--- src/rtl/exec_ctrl_pkg.sv ---
// Shared encodings for the execution controller: debug command codes and FSM state.
// Latency: n/a (types and constants only).
// Backpressure: n/a.
package exec_ctrl_pkg;

  typedef enum logic [1:0] {
    CMD_RUN   = 2'd0,
    CMD_STEP  = 2'd1,
    CMD_STOP  = 2'd2,
    CMD_CLEAR = 2'd3
  } cmd_e;

  typedef enum logic [1:0] {
    ST_IDLE   = 2'd0,
    ST_RUN    = 2'd1,
    ST_STEP   = 2'd2,
    ST_HALTED = 2'd3
  } state_e;

endpackage

--- src/rtl/sat_counter.sv ---
// Saturating up-counter with synchronous clear; holds at all-ones instead of wrapping.
// Latency: count reflects clear/increment one clock after the edge that sampled them.
// Backpressure: none; clear together with increment loads 1 (the current cycle is counted).
module sat_counter #(
  parameter int NBITS = 32
) (
  input  logic             i_clk,
  input  logic             i_reset,
  input  logic             i_clear,
  input  logic             i_inc,
  output logic [NBITS-1:0] o_count
);

  localparam logic [NBITS-1:0] ONE = NBITS'(1);

  logic [NBITS-1:0] r_count;

  // Clear restarts the count (keeping the current enabled cycle); otherwise count up until all-ones.
  always_ff @(posedge i_clk or posedge i_reset) begin
    if (i_reset) begin
      r_count <= '0;
    end else if (i_clear) begin
      r_count <= i_inc ? ONE : '0;
    end else if (i_inc && (r_count != '1)) begin
      r_count <= r_count + ONE;
    end
  end

  assign o_count = r_count;

endmodule

--- src/rtl/exec_ctrl.sv ---
// Execution controller: RUN/STEP/STOP/CLEAR commands drive the pipeline enable; HALT retire stops it.
// Latency: command or halt sampled at edge N takes effect in cycle N+1; step_done pulses in N+2.
// Backpressure: o_cmd_ready low only during the single STEP cycle. Cycle counter built when EXEC_CTRL_CYCLE_CNT_EN is defined.
module exec_ctrl
  import exec_ctrl_pkg::*;
#(
  parameter int NBITS = 32
) (
  input  logic             i_clk,
  input  logic             i_reset,
  input  logic             i_cmd_valid,
  input  logic [1:0]       i_cmd,
  output logic             o_cmd_ready,
  input  logic             i_halt,
  output logic             o_enable,
  output logic             o_running,
  output logic             o_halted,
  output logic             o_step_done,
  output logic [NBITS-1:0] o_cycle_count
);

  state_e r_state;
  state_e w_state_nxt;
  logic   r_step_done;
  logic   w_cmd_acc;
  logic   w_clear;

  assign o_cmd_ready = (r_state != ST_STEP);
  assign w_cmd_acc   = i_cmd_valid & o_cmd_ready;

  // State register; step_done is simply "last cycle was the STEP cycle", so it survives a halt.
  always_ff @(posedge i_clk or posedge i_reset) begin
    if (i_reset) begin
      r_state     <= ST_IDLE;
      r_step_done <= 1'b0;
    end else begin
      r_state     <= w_state_nxt;
      r_step_done <= (r_state == ST_STEP);
    end
  end

  // Next state and counter clear; a retiring HALT overrides any command accepted in the same cycle.
  always_comb begin
    w_state_nxt = r_state;
    w_clear     = 1'b0;
    if ((r_state != ST_HALTED) && i_halt) begin
      w_state_nxt = ST_HALTED;
    end else begin
      case (r_state)
        ST_IDLE: begin
          if (w_cmd_acc) begin
            if (i_cmd == CMD_RUN)        w_state_nxt = ST_RUN;
            else if (i_cmd == CMD_STEP)  w_state_nxt = ST_STEP;
            else if (i_cmd == CMD_CLEAR) w_clear     = 1'b1;
          end
        end
        ST_RUN: begin
          if (w_cmd_acc) begin
            if (i_cmd == CMD_STOP)       w_state_nxt = ST_IDLE;
            else if (i_cmd == CMD_CLEAR) w_clear     = 1'b1;
          end
        end
        ST_STEP: begin
          w_state_nxt = ST_IDLE;
        end
        ST_HALTED: begin
          if (w_cmd_acc && (i_cmd == CMD_CLEAR)) begin
            w_state_nxt = ST_IDLE;
            w_clear     = 1'b1;
          end
        end
        default: w_state_nxt = ST_IDLE;
      endcase
    end
  end

  assign o_enable    = (r_state == ST_RUN) || (r_state == ST_STEP);
  assign o_running   = (r_state == ST_RUN);
  assign o_halted    = (r_state == ST_HALTED);
  assign o_step_done = r_step_done;

`ifdef EXEC_CTRL_CYCLE_CNT_EN
  sat_counter #(
    .NBITS (NBITS)
  ) u_cycle_cnt (
    .i_clk   (i_clk),
    .i_reset (i_reset),
    .i_clear (w_clear),
    .i_inc   (o_enable),
    .o_count (o_cycle_count)
  );
`else
  logic w_unused_clear;
  assign w_unused_clear = w_clear;
  assign o_cycle_count  = '0;
`endif

endmodule

--- config.mk ---
export PLATFORM = sky130hd
export DESIGN_NAME = exec_ctrl
export DESIGN_NICKNAME = d
export VERILOG_FILES = /design/src/rtl/exec_ctrl_pkg.sv /design/src/rtl/sat_counter.sv /design/src/rtl/exec_ctrl.sv
export SDC_FILE = /design/constraint.sdc
export NUM_CORES = 1
export LEC_CHECK = 0
export ABC_AREA = 1
export CORE_MARGIN = 8
export CORE_UTILIZATION = 35
export DETAILED_ROUTE_END_ITERATION = 6
export PLACE_DENSITY = 0.85
export SYNTH_ARGS = -nofsm -noshare
export SYNTH_HDL_FRONTEND = slang
export SYNTH_SLANG_ARGS = --single-unit
--- constraint.sdc ---
create_clock -name i_clk -period 2.4 [get_ports i_clk]
set_input_delay 0.36 -clock i_clk [delete_from_list [all_inputs] [get_ports i_clk]]
set_output_delay 0.36 -clock i_clk [all_outputs]
set_load 0.1 [all_outputs]
After elaboration in Yosys (flattened, before gate mapping)
Cells that the tools add are included.
- logic and storage cells: 30
- bits in registers: 3
- input port bits: 6
- output and inout port bits: 37
- mux-type cells: 8
- reductions and logical operators: 6
- equality and inequality tests: 13
- bitwise operators: 1
- operators with widths (operator ; number):
    $mux 2 ; 7
    $ne 3x1->1 const B ; 3
    $eq 2x2->1 const B ; 4
    $pmux 2 s4 ; 1
    $reduce_and 5->1 ; 1
    $eq 2x1->1 const B ; 2
    $logic_not 2->1 ; 2
    $ne 2x2->1 const B ; 2
    $ne 4x4->1 const B ; 1
    $ne 3x3->1 const B ; 1
    $logic_and 1x1->1 ; 2
    $and 1x1->1 ; 1
    $logic_or 1x1->1 ; 1

Logic depth before layout (Yosys ltp)
- depth in word-level cells: 6
- mapped depth: 8
- depth with buffers taken out: 8

Worst setup path before layout
OpenSTA, ideal clock, no wires.
- path kind: register -> register
- start point: reg r_state[1]
- end point: reg r_state[0]
- path slack: 542 ps
- arrival: 1739 ps
- stages on the path, launching flop included: 7
- buffers on the path: 0
- setup time: 119 ps
- data required time: 2281 ps
- period minus slack after synthesis: 1858 ps
- cell sequence: dfrtp_1 > inv_1 > ha_1 > a21boi_1 > nand2_2 > nand4_1 > nand2_1
- elaborated cells on any way between the ends: 17
- classes of those cells: eq/ne (10); mux (2); bitwise (1); reduce/logical (4)
- RTL lines (what ; RTL line ; RTL):
    from (decl) ; exec_ctrl.sv:22 ; state_e r_state;
    from (signal assigned) ; exec_ctrl.sv:37 ; r_state <= w_state_nxt;
    $eq 2x1->1 (*) ; -- ;
    named net o_running ; exec_ctrl.sv:16 ; output logic o_running,
    $ne 3x1->1 (no line) / $pmux 2 s4 (equally long branches) ; -- ;
    $reduce_and 5->1 (no line) / $mux 2 (equally long branches) ; -- ;
The timed path passes the listed nets; every way through them passes the cells marked *.
A chain may end at the register's enable or synchronous reset.

Worst setup path in the final report
- start point: reg r_state[0]
- end point: out o_cmd_ready
- word-level cells in the longest chain between the ends: 1
- ends and longest elaborated chain (what ; RTL line ; RTL):
    $ne 2x2->1 ; exec_ctrl.sv:28 ; assign o_cmd_ready = (r_state != ST_STEP);
    to (decl) ; exec_ctrl.sv:13 ; output logic o_cmd_ready,
No other way between the ends.

==> impl_metrics.csv <==
group,metric,value,unit
outcome,run_status,"finished, final reports clean",
yosys,yosysWarnings,0,
drt,drt-total-wl,1000,µm
clock_tree,clk_pin_slew_worst_paths,40,ps
drt,via_per_inst,3.56,
layout,diodes,0,
yosys,synthTopCellsByArea,"buf_4 45%, dfrtp_1 14%, ha_1 12%",
hold_path,worstHoldPathType,"in2async",
sta,slew_viol_final,0,
yosys,synthCells,74,
placement,placed_cells,99,
drt,drt_iter0_drc,5,
sta,timing.final.crit_period,1710,ps
layout,multi_input_area,305,µm²
floorplan,fp.dieH,55.2,µm
floorplan,rows,14,
yosys,synth_top_area_share,44.7,%
clock_tree,holdBufCountCts,0,
placement,preCtsSetupSlack,918,ps
global_routing,met1_usage,4.71,%
layout,regArea,75.1,µm²
layout,instances_no_fill,103,
drt,routedWlPerCell,9.71,µm
global_routing,grt.busiest_layer,"met2",
sta,setup_viol,0,
drt,ant_nets,0,
yosys,synth-seq-area-share,14.0,%
sta,hold_viol,0,
layout,filler_cell_count,152,
global_routing,met2_usage,11.5,%
floorplan,io_pins,43,
clock_tree,cts_buffer_depth,2,
worst_setup_path,crit_path_end_kind,"output port",
placement,post-dp-hpwl,877,µm
placement,place_congestion,0.752,
drt,vias,367,
global_routing,overflow,0,
worst_setup_path,cp.required,2040,ps
yosys,avgSynthCellArea,7.27,µm²
floorplan,dieArea,3050,µm²
clock_tree,cts.htree.levels,1,
clock_tree,cts_tree,"built",
layout,area_growth,1.86,%
clock_tree,cts_buffers,3,
worst_setup_path,arrival,1350,ps
clock_tree,ctsResizeCount,0,
global_routing,grt_pass1_wl,1660,µm
drt,first_pass_iters,2,
global_routing,met3_usage,6.39,%
flow_run,max_cap_violations,0,
sta,fin_skew,7.10,ps
yosys,ys_ff_latch,3,
sta,rsz0062_at_grt,"no",
worst_setup_path,worstSetupPathType,"reg2out",
yosys,yosys.area.top_type,"buf_4",
placement,port_buffers,10,
clock_tree,clk_latency,240,ps
yosys,synth_area,538,µm²
worst_setup_path,cp-start-kind,"register",
sta,fin_tns_setup,0,ps
sta,max_freq,584,MHz
sta,setup_slack,688,ps
sta,fin_crit_sh,71.3,%
layout,drive_above_1_share,17.2,%
global_routing,grt_use_total,6.56,%
floorplan,start_util,36.6,%
clock_tree,cts_root_buf,"clkbuf_4",
global_routing,grt_max_degree,5,
yosys,yosysUniqueCellTypes,16,
global_routing,grt_pass1_vias,381,
clock_tree,post_cts_buffers,0,
floorplan,core,1470,µm²
drt,drc,0,
global_routing,antenna_found_initial,0,
clock_tree,clkSinkCount,3,
worst_setup_path,crit_fanout,4,
layout,fin_nets,99,
floorplan,fp.dieW,55.2,µm
layout,post-route-util,37.2,%
## path summary, 6_finish.rpt
kind                       startpoint           to  slack, ps  cells past startpoint
max                        r_state[0]  o_cmd_ready        690                      4
min                           i_reset   r_state[0]        280                      2
max reg2reg                r_state[0]   r_state[1]       1010                      8
min reg2reg                r_state[1]   r_state[1]        540                      2
max in group asynchronous     i_reset   r_state[1]       1990                      2
min in group i_clk         r_state[1]   r_state[1]        540                      2
## worst max-delay path, cell delays in order (launching register included)
cell     delay, ps
dfrtp_1        390
inv_1          100
ha_1           260
inv_1           70
buf_4          280
## cells by family (layout without fill, tap and decap cells)
group,after synthesis,after routing,synth area share (%)
adder cells (fa/ha/maj),5,5,11.6
flip-flops,3,3,14.0
AO/OA/AOI/OAI,3,3,3.25
AND/OR/NAND/NOR,21,21,19.5
buffers and inverters,41,23,50.9
other,1,32,0.697
## per-stage QoR
| stage | cell area (µm²) | hold WS, ps |
|---|---|---|
| floorplan | 654 | 114 |
| global placement | 522 | 532 |
| detailed placement | 522 | 517 |
| CTS | 548 | 284 |
| global route | 548 | 293 |
| finish | 548 | 283 |
## placed cells by master (no fill, tap or decap), types with 2 or more instances in the layout
master | Yosys | final
inv_1 | 7 | 7
ha_1 | 5 | 5
dfrtp_1 | 3 | 3
nand2_2 | 2 | 2
clkdlybuf4s50_1 | 0 | 5
conb_1 | 1 | 32
nand4_1 | 2 | 2
buf_4 | 32 | 5
clkbuf_4 | 0 | 3
nand2_1 | 13 | 13
inv_2 | 2 | 2
## synth_stat cells (all sizes together)
cell and number:
dfrtp 3, inv 9, ha 5, nand2 15, nand3 1, buf 32
a21boi 1, o21ai 1, conb 1, nand4 2, nor2 3, a21oi 1
## metal layers
layer / vias to the layer above / share of wire (%)
met2: 21 / 54
li1: 183 / -
met3: 2 / 13
met1: 161 / 32
met5: - / 0
met4: 0 / 0.40
## cell type report
class	instances	area share [%]
flip-flops and latches	3	13.7
clock buffers	4	4.79
repair buffers	10	16.0
inverters	9	6.16
multi-input cells	61	55.7
well taps	16	3.65
## registers in the layout, indices dropped and copies added, names as in the netlist
register     cells
o_step_done      1
r_state          2
Power is not shown: default switching activity piles up to over one toggle a cycle in this logic, so the estimate is an artifact.
